## src/rtl/cpin_if.sv

```systemverilog
// Control panel input link bundle: the received-byte strobe from the UART
// receiver, plus the decoded panel outputs driven by cpin.
interface cpin_if;
  logic [7:0]  rx_byte;
  logic        rx_ready;
  logic [0:15] keys;
  logic [0:3]  rotary_pos;
  logic [0:15] kl;
  logic        trigger;
  logic        cmd_err;

  // Upstream side: supplies bytes and observes the panel actions
  modport master (
    output rx_byte,
    output rx_ready,
    input  keys,
    input  rotary_pos,
    input  kl,
    input  trigger,
    input  cmd_err
  );

  // cpin side: consumes bytes and drives the panel actions
  modport slave (
    input  rx_byte,
    input  rx_ready,
    output keys,
    output rotary_pos,
    output kl,
    output trigger,
    output cmd_err
  );
endinterface

```

## src/rtl/cpin.sv

```systemverilog
// cpin: receive side of the control panel serial link.
// Decodes command bytes into momentary key presses, the rotary switch
// position, the 16-bit data switch word (KL) and a status request trigger.
// KL writes are three-byte commands guarded by an inter-byte timeout.
module cpin #(
  parameter int KEY_CYCLES = 16,
  parameter int TIMEOUT    = 1000000
) (
  input  logic  clk_sys,
  input  logic  rst_n,
  cpin_if.slave bus
);

  // Width that holds TIMEOUT-1, the last idle count before an abort
  localparam int TW = (TIMEOUT < 2) ? 1 : $clog2(TIMEOUT);
  localparam logic [TW-1:0] TO_LAST  = TW'(TIMEOUT - 1);
  localparam logic [15:0]   KEY_LOAD = 16'(KEY_CYCLES - 1);

  localparam logic [2:0] OP_NOP  = 3'b000;
  localparam logic [2:0] OP_ROT  = 3'b001;
  localparam logic [2:0] OP_KEY  = 3'b010;
  localparam logic [2:0] OP_STAT = 3'b100;
  localparam logic [2:0] OP_KL   = 3'b101;

  typedef enum logic [1:0] {
    IDLE    = 2'd0,
    DATA_HI = 2'd1,
    DATA_LO = 2'd2
  } state_t;

  state_t          state_reg;
  logic [7:0]      hold_reg;
  logic [TW-1:0]   to_cnt_reg;
  logic [0:15]     kl_reg;
  logic [0:3]      rot_reg;
  logic            trig_reg;
  logic            err_reg;
  logic [0:15]     keys_reg;
  logic [15:0]     key_cnt_reg;

  // Command decode (only meaningful for bytes received in IDLE)
  logic [2:0]  opcode;
  logic        sub_zero;
  logic        low_zero;
  logic        cmd_rot;
  logic        cmd_key;
  logic        cmd_stat;
  logic        cmd_kl;
  logic        cmd_bad;
  logic [0:15] key_onehot;

  assign opcode   = bus.rx_byte[7:5];
  assign sub_zero = ~bus.rx_byte[4];
  assign low_zero = (bus.rx_byte[4:0] == 5'd0);

  // Classify the strobed byte; data bytes of a KL write never reach here
  always_comb begin
    cmd_rot  = 1'b0;
    cmd_key  = 1'b0;
    cmd_stat = 1'b0;
    cmd_kl   = 1'b0;
    cmd_bad  = 1'b0;
    if (state_reg == IDLE && bus.rx_ready) begin
      case (opcode)
        OP_NOP:  ;
        OP_ROT:  if (sub_zero) cmd_rot  = 1'b1; else cmd_bad = 1'b1;
        OP_KEY:  if (sub_zero) cmd_key  = 1'b1; else cmd_bad = 1'b1;
        OP_STAT: if (low_zero) cmd_stat = 1'b1; else cmd_bad = 1'b1;
        OP_KL:   if (low_zero) cmd_kl   = 1'b1; else cmd_bad = 1'b1;
        default: cmd_bad = 1'b1;
      endcase
    end
  end

  // One-hot key pattern; index 0 addresses keys[0]
  always_comb begin
    key_onehot = '0;
    key_onehot[bus.rx_byte[3:0]] = 1'b1;
  end

  // Command FSM: rotary/status/error pulses, KL assembly and inter-byte timeout
  always_ff @(posedge clk_sys or negedge rst_n) begin
    if (!rst_n) begin
      state_reg  <= IDLE;
      hold_reg   <= '0;
      to_cnt_reg <= '0;
      kl_reg     <= '0;
      rot_reg    <= '0;
      trig_reg   <= 1'b0;
      err_reg    <= 1'b0;
    end else begin
      trig_reg <= 1'b0;
      err_reg  <= 1'b0;
      case (state_reg)
        IDLE: begin
          to_cnt_reg <= '0;
          err_reg    <= cmd_bad;
          if (cmd_rot)  rot_reg   <= bus.rx_byte[3:0];
          if (cmd_stat) trig_reg  <= 1'b1;
          if (cmd_kl)   state_reg <= DATA_HI;
        end
        DATA_HI: begin
          // A byte arriving on the deadline cycle still counts
          if (bus.rx_ready) begin
            hold_reg   <= bus.rx_byte;
            to_cnt_reg <= '0;
            state_reg  <= DATA_LO;
          end else if (to_cnt_reg == TO_LAST) begin
            err_reg   <= 1'b1;
            state_reg <= IDLE;
          end else begin
            to_cnt_reg <= to_cnt_reg + 1'b1;
          end
        end
        DATA_LO: begin
          // Both halves land in the same cycle so kl is never half-written
          if (bus.rx_ready) begin
            kl_reg     <= {hold_reg, bus.rx_byte};
            to_cnt_reg <= '0;
            state_reg  <= IDLE;
          end else if (to_cnt_reg == TO_LAST) begin
            err_reg   <= 1'b1;
            state_reg <= IDLE;
          end else begin
            to_cnt_reg <= to_cnt_reg + 1'b1;
          end
        end
        default: begin
          state_reg  <= IDLE;
          to_cnt_reg <= '0;
        end
      endcase
    end
  end

  // Momentary key pulse: a new key command replaces the current one and
  // restarts the hold; the counter holds the remaining cycles after this one
  always_ff @(posedge clk_sys or negedge rst_n) begin
    if (!rst_n) begin
      keys_reg    <= '0;
      key_cnt_reg <= '0;
    end else if (cmd_key) begin
      keys_reg    <= key_onehot;
      key_cnt_reg <= KEY_LOAD;
    end else if (keys_reg != '0) begin
      if (key_cnt_reg == 16'd0) begin
        keys_reg <= '0;
      end else begin
        key_cnt_reg <= key_cnt_reg - 16'd1;
      end
    end
  end

  assign bus.keys       = keys_reg;
  assign bus.rotary_pos = rot_reg;
  assign bus.kl         = kl_reg;
  assign bus.trigger    = trig_reg;
  assign bus.cmd_err    = err_reg;

endmodule

```

## src/flat_wrapper.sv

```systemverilog
// flat-port wrapper written by rule: the top's interface ports become plain ports
module cpin_flat 
#(
  parameter int KEY_CYCLES = 16,
  parameter int TIMEOUT    = 1000000
)
  (clk_sys, rst_n, bus_rx_byte, bus_rx_ready, bus_keys, bus_rotary_pos, bus_kl, bus_trigger, bus_cmd_err);
  cpin_if bus_i ();
  input  logic clk_sys;
  input  logic rst_n;
  input wire logic [$bits(bus_i.rx_byte)-1:0] bus_rx_byte;
  input wire logic [$bits(bus_i.rx_ready)-1:0] bus_rx_ready;
  output wire logic [$bits(bus_i.keys)-1:0] bus_keys;
  output wire logic [$bits(bus_i.rotary_pos)-1:0] bus_rotary_pos;
  output wire logic [$bits(bus_i.kl)-1:0] bus_kl;
  output wire logic [$bits(bus_i.trigger)-1:0] bus_trigger;
  output wire logic [$bits(bus_i.cmd_err)-1:0] bus_cmd_err;
  assign bus_i.rx_byte = bus_rx_byte;
  assign bus_i.rx_ready = bus_rx_ready;
  assign bus_keys = bus_i.keys;
  assign bus_rotary_pos = bus_i.rotary_pos;
  assign bus_kl = bus_i.kl;
  assign bus_trigger = bus_i.trigger;
  assign bus_cmd_err = bus_i.cmd_err;
  cpin #(.KEY_CYCLES(KEY_CYCLES), .TIMEOUT(TIMEOUT)) u_core (.clk_sys(clk_sys), .rst_n(rst_n), .bus(bus_i));
endmodule
```

## config.mk

```make
export PLATFORM = sky130hd
export DESIGN_NAME = cpin_flat
export DESIGN_NICKNAME = d
export VERILOG_FILES = /design/src/rtl/cpin_if.sv /design/src/rtl/cpin.sv /design/src/flat_wrapper.sv
export SDC_FILE = /design/constraint.sdc
export NUM_CORES = 1
export LEC_CHECK = 0
export ABC_AREA = 0
export CORE_MARGIN = 5
export CORE_UTILIZATION = 55
export DETAILED_ROUTE_END_ITERATION = 7
export PLACE_DENSITY = 0.82
export SYNTH_ARGS = -nofsm -noshare
export SYNTH_HDL_FRONTEND = slang
export SYNTH_SLANG_ARGS = --single-unit
```

## constraint.sdc

```tcl
create_clock -name clk_sys -period 5.85 [get_ports clk_sys]
set_input_delay 0.585 -clock clk_sys [delete_from_list [all_inputs] [get_ports clk_sys]]
set_output_delay 0.585 -clock clk_sys [all_outputs]
set_load 0.1 [all_outputs]
```

==> results of run 1 <==
layout make-up:
| cell class | instances | area [µm²] | area share (%) |
|---|---|---|---|
| clock buffer | 10 | 128 | 2.76 |
| clock inverter | 6 | 63.8 | 1.38 |
| inverter | 9 | 33.8 | 0.730 |
| multi-input combinational | 266 | 1700 | 36.8 |
| sequential | 84 | 2100 | 45.4 |
| tap | 96 | 120 | 2.59 |
| timing repair buffer | 48 | 478 | 10.3 |
worst max-delay path, cell delays in order:
cell,delay [ns]
clkdlybuf4s50_1,0.55
and3b_1,0.28
and3_1,0.41
a21oi_1,1.10
nor3_1,0.08
or3b_2,0.49
metrics by stage:
step / power [mW] / util, % / hold slack [ns] / instances
5_1_grt: 2.06 / 67.8 / 0.510 / 519
6_report: 1.96 / 67.8 / 0.395 / 519
4_1_cts: 1.96 / 67.8 / 0.446 / 519
3_5_place_dp: 1.56 / 65.0 / 0.478 / 503
2_1_floorplan: 1.36 / - / 0.289 / 370
3_3_place_gp: 1.53 / 65.0 / 0.470 / 503
cell families (layout without fill, tap and decap cells):
kind of cell / Yosys count / after routing / synth area share [%]
AOI/OAI and AO/OA: 66 / 66 / 9.90
xor gates and xnor gates: 13 / 13 / 2.93
adders and majority gates: 7 / 7 / 2.25
buffers and inverters: 20 / 73 / 2.19
DFF: 84 / 84 / 54.0
muxes: 30 / 30 / 8.55
and+or+nand+nor: 150 / 150 / 20.2
layer usage:
metal / track usage [%] / up-vias / share of wire, %
met5: 0 / - / 0
met4: 8.66 / 0 / 1.5
met3: 4.25 / 11 / 5.1
met2: 32.0 / 82 / 48
met1: 29.1 / 1518 / 45
li1: - / 1436 / -
final timing paths:
kind | startpoint | end | slack (ns) | cells after the start
max in group asynchronous | rst_n | u_core.key_cnt_reg[12] | 4.79 | 1
min in group clk_sys | u_core.bus.kl[10] | u_core.bus.kl[10] | 0.49 | 2
worst min register to register | u_core.bus.kl[10] | u_core.bus.kl[10] | 0.49 | 2
worst max-delay path | bus_rx_ready | u_core.key_cnt_reg[3] | 2.57 | 6
worst min-delay path | rst_n | u_core.bus.keys[12] | 0.40 | 1
worst max register to register | u_core.state_reg[0] | u_core.key_cnt_reg[3] | 2.60 | 7
cells in the mapped netlist (2+ instances only):
master / n / area share [%]
a32o_1: 2 / 0.51
nor4_1: 12 / 1.9
mux2_2: 26 / 7.5
nor2_1: 31 / 3.0
or4_1: 2 / 0.39
inv_1: 9 / 0.87
buf_2: 2 / 0.26
dfrtp_1: 84 / 54
nand3b_1: 3 / 0.58
or4b_1: 2 / 0.51
or3_1: 9 / 1.4
nor3_1: 7 / 0.90
and3_1: 8 / 1.3
mux2i_1: 4 / 1.0
and2_1: 2 / 0.32
a31oi_1: 2 / 0.32
nand4b_1: 2 / 0.45
o21ai_0: 31 / 4.0
a22o_1: 2 / 0.45
xor2_1: 5 / 1.1
nand4_1: 6 / 0.96
a21oi_1: 17 / 2.2
ha_1: 7 / 2.3
clkbuf_1: 8 / 0.77
nand2_1: 38 / 3.7
nand3_1: 14 / 1.8
nand2b_1: 4 / 0.64
o31ai_1: 5 / 0.96
xnor2_1: 8 / 1.8
power by group through the flow:
stage	Sequential (mW)	Clock, mW	Combinational, mW
global placement	0.790	0	0.738
floorplan	1.09	0	0.272
finish	0.790	0.406	0.762
global route	0.808	0.439	0.812
CTS	0.789	0.413	0.763
detailed placement	0.799	0	0.760
==> impl_metrics.toml, run 1 <==
[floorplan]
io_pins = 49
fp.dieH_um = 94.1
initial_utilization_pct = 57.0
die-area_mm2 = 0.00886
die_w_um = 94.1
design.core.area_mm2 = 0.00683
rows = 30

[setup_path]
critPathCaptureType = "flip-flop"
cp.arrival_ns = 3.51
crit_fanout = 21
startpoint_type = "input pin"
worstSetupPathType = "in -> reg"
required_ns = 6.08

[power_and_ir_drop]
irDropWorstVdd_uv = 264
power_frac_comb_pct = 38.9
p_per_area_mw_per_mm2 = 423
p_int_mw = 1.11
power.clock.fraction_pct = 20.7
power.share.sequential_pct = 40.4
p_sw_share_pct = 43.2
leakagePower_nw = 1.99
switching_power_mw = 0.845

[layout]
n_antenna_cell = 0
final_cell_mix = "84 x dfrtp_1, 47 x clkdlybuf4s50_1, 38 x nand2_1"
num-fill-cells = 524
nNetsFinal = 436
drive_gt1_share_pct = 10.9
area_delta_synth_final_pct = 19.0
finalInstanceArea_mm2 = 0.00463
largest_reg_flops = 20
final_common_cell = "dfrtp_1"

[clock_network]
cts.sinks = 84
cts-hold-fix-buffers = 0
cts_tree = "yes"
numCtsBuffers = 9
ctsRootBufferMaster = "clkbuf_8"
cts_setup_buffers = 0
clk_latency_ns = 0.35
path_clk_slew_ns = 0.09
clk_path_buf_depth = 2
cts_resized = 0
htreeDepth = 3

[synth]
synth_edf_count = 0
syn-cell-area_mm2 = 0.00389
synth-main-ff-cell = "dfrtp_1"
ys_ff_latch = 84
synth_fp_nets = 388
synth_seq_area_share_pct = 54.0
syn_inst = 370
yosysWarnings = 0
syn_area_per_cell_um2 = 10.5
ys_types = 47
async_reset_ff_share_pct = 100

[route]
ant_nets = 0
drc = 0
wl_um = 8480
first_pass_iters = 4
dr.first_iter.drc_count = 186
via_per_inst = 5.87
dr_total_vias = 3047
drt-wirelength-per-cell_um = 16.3

[timing]
rsz0062_at_grt = "no"
min_period_over_period_pct = 56.1
setup_viol = 0
max_freq_mhz = 305
maxSlewViolCount = 0
period_minus_slack_ns = 3.28
setup_ws_ns = 2.57
finalSetupTns_ns = 0
skew_ns = 0.0105
worstMarginPinSlew_ns = 1.31
relSlewSlack_pct = 12.5
hold_viol = 0

[worst_hold_path]
hold_class = "in -> async"

[place]
io_buffer_count = 48
gp_congestion = 0.844
place_area_mm2 = 0.00444
dp_hpwl_um = 5890
place_ws_ns = 2.25

[global_route]
antenna_found_initial = 0
grt_max_degree = 85
grt_usage_pct = 20.9
grt_pass1_wl_um = 14500
grt_remaining_overflow = 0
first_global_vias = 3005

[outcome]
status = "complete, no violations"

[flow_run]
drv_cap = 0
Power figures use the tool's default switching activity.
==> run 2, diff against run 1 <==
==> constraint.sdc (replaced) <==
create_clock -name clk_sys -period 3.05 [get_ports clk_sys]
set_input_delay 0.305 -clock clk_sys [delete_from_list [all_inputs] [get_ports clk_sys]]
set_output_delay 0.305 -clock clk_sys [all_outputs]
set_load 0.1 [all_outputs]
==> run 2 against run 1 <==
Die area unchanged. Global-route usage down 0.90 points. Combinational power up 92%. Setup slack worse by 2.1 ns. Critical path depth up 1. Non-clock buffer count up 2. Register-to-register slack worse by 2.1 ns. Critical path type is now reg -> reg. Critical endpoint is now u_core.bus.keys[6].
==> impl_metrics.toml, run 2 (synthesis results as in run 1) <==
[setup_path]
slowest_delay_ns = 0.93
reg2reg_slack_ns = 0.51
crit_slowest_cell = "a21oi_1"
r2r_end = "u_core.bus.keys[6]"
crit_fanout = 16
required_ns = 3.32
startpoint_type = "flip-flop"
timing.rr.start = "u_core.state_reg[0]"
r2r_cells = 7
path_cells = "inv_1 -> ha_1 -> and3b_1 -> and3_1 -> a21oi_1 -> nand2_1 -> o21ai_0"
worstSetupPathType = "reg -> reg"
critPathCaptureType = "flip-flop"
cp.arrival_ns = 2.80

[timing]
skew_ns = 0.00941
hold_viol = 0
setup_viol = 0
period_minus_slack_ns = 2.54
rsz0062_at_grt = "no"
max_freq_mhz = 394
maxSlewViolCount = 0
worstMarginPinSlew_ns = 1.18
finalSetupTns_ns = 0
min_period_over_period_pct = 83.2
relSlewSlack_pct = 21.5

[global_route]
antenna_found_initial = 0
grt_max_degree = 85
grt_usage_pct = 20.0
grt_pass1_wl_um = 14000
grt_remaining_overflow = 0
first_global_vias = 2956

[clock_network]
cts.sinks = 84
ctsRootBufferMaster = "clkbuf_8"
clk_latency_ns = 0.35
clk_path_buf_depth = 2
numCtsBuffers = 9
cts-hold-fix-buffers = 0
path_clk_slew_ns = 0.09
cts_setup_buffers = 0
cts_resized = 0
cts_tree = "yes"
htreeDepth = 3

[floorplan]
fp.dieH_um = 94.1
io_pins = 49
initial_utilization_pct = 57.0
die_w_um = 94.1
die-area_mm2 = 0.00886
design.core.area_mm2 = 0.00683
rows = 30

[route]
dr.first_iter.drc_count = 133
wl_um = 8340
ant_nets = 0
dr_total_vias = 3008
via_per_inst = 5.78
drt-wirelength-per-cell_um = 16.0
drc = 0
first_pass_iters = 4

[layout]
area_delta_synth_final_pct = 19.4
n_antenna_cell = 0
final_common_cell = "dfrtp_1"
drive_gt1_share_pct = 14.2
num-fill-cells = 536
finalInstanceArea_mm2 = 0.00465
final_cell_mix = "84 x dfrtp_1, 38 x nand2_1, 35 x clkdlybuf4s50_1"
nNetsFinal = 438
largest_reg_flops = 20
multi_input_area_mm2 = 0.00170
final_util_pct = 68.0
register_area_mm2 = 0.00210

[place]
gp_congestion = 0.874
place_area_mm2 = 0.00442
dp_hpwl_um = 5890
io_buffer_count = 48

[flow_run]
drv_cap = 0

[outcome]
status = "complete, no violations"

[power_and_ir_drop]
leakagePower_nw = 2.04
p_total_mw = 3.86
p_per_area_mw_per_mm2 = 830
irDropWorstVdd_uv = 395

[worst_hold_path]
hold_class = "in -> async"
run 2: cell types whose count changed in the layout (fill, tap and decap cells not counted):
cell | before | now
buf_4 | 1 | 15
clkdlybuf4s50_1 | 47 | 35
clkinv_2 | 2 | 0
bufinv_16 | 1 | 2
clkbuf_1 | 1 | 0
clkbuf_8 | 9 | 10
clkinv_4 | 0 | 1
clkinvlp_4 | 2 | 1
run 2: final cells by class:
class	instances	area share, %
Inverter	9	0.727
Timing Repair Buffer	50	9.96
Sequential cell	84	45.2
Clock inverter	5	1.83
Tap cell	96	2.59
Clock buffer	10	2.96
Multi-Input combinational cell	266	36.7
run 2: worst max-delay path by stage:
stage / startpoint / slack, ns / to / cells after the start
2_1_floorplan: u_core.to_cnt_reg[7] / 0.75 / u_core.state_reg[1] / 6
3_3_place_gp: bus_rx_ready / 0.50 / u_core.key_cnt_reg[12] / 7
3_5_place_dp: bus_rx_ready / 0.41 / u_core.bus.keys[6] / 6
4_1_cts: u_core.state_reg[0] / 0.53 / u_core.bus.keys[6] / 7
5_1_grt: u_core.state_reg[1] / 0.29 / u_core.bus.keys[10] / 7
6_report: u_core.state_reg[0] / 0.51 / u_core.bus.keys[6] / 7
run 2: per-stage QoR:
stage	cells	hold slack, ns	worst slack (ns)
after floorplan	370	0.00941	0.753
after global placement	505	0.468	0.498
after detailed placement	505	0.476	0.406
after CTS	520	0.170	0.529
after global routing	520	0.213	0.290
final	520	0.129	0.512
run 2: metal layers:
| metal | vias to the layer above | track usage [%] | routed length [µm] |
|---|---|---|---|
| met2 | 65 | 33.1 | 4110 |
| met1 | 1499 | 26.0 | 3740 |
| li1 | 1431 | - | - |
| met4 | 0 | 7.94 | 138 |
| met5 | - | 0 | 0 |
| met3 | 13 | 3.77 | 342 |
run 2: worst max-delay path, delay by kind of cell, from the launching register on:
kind	cells	cell delay, ns
compound gates	2	1.06
fa+ha+maj	1	0.28
buf+inv	1	0.09
flops	1	0.40
simple gates	3	0.64
run 2: where the power goes:
group / switching, mW / internal (mW) / total (mW)
clock: 0.396 / 0.483 / 0.879
combinational: 1.04 / 0.420 / 1.46
sequential: 0.177 / 1.34 / 1.52
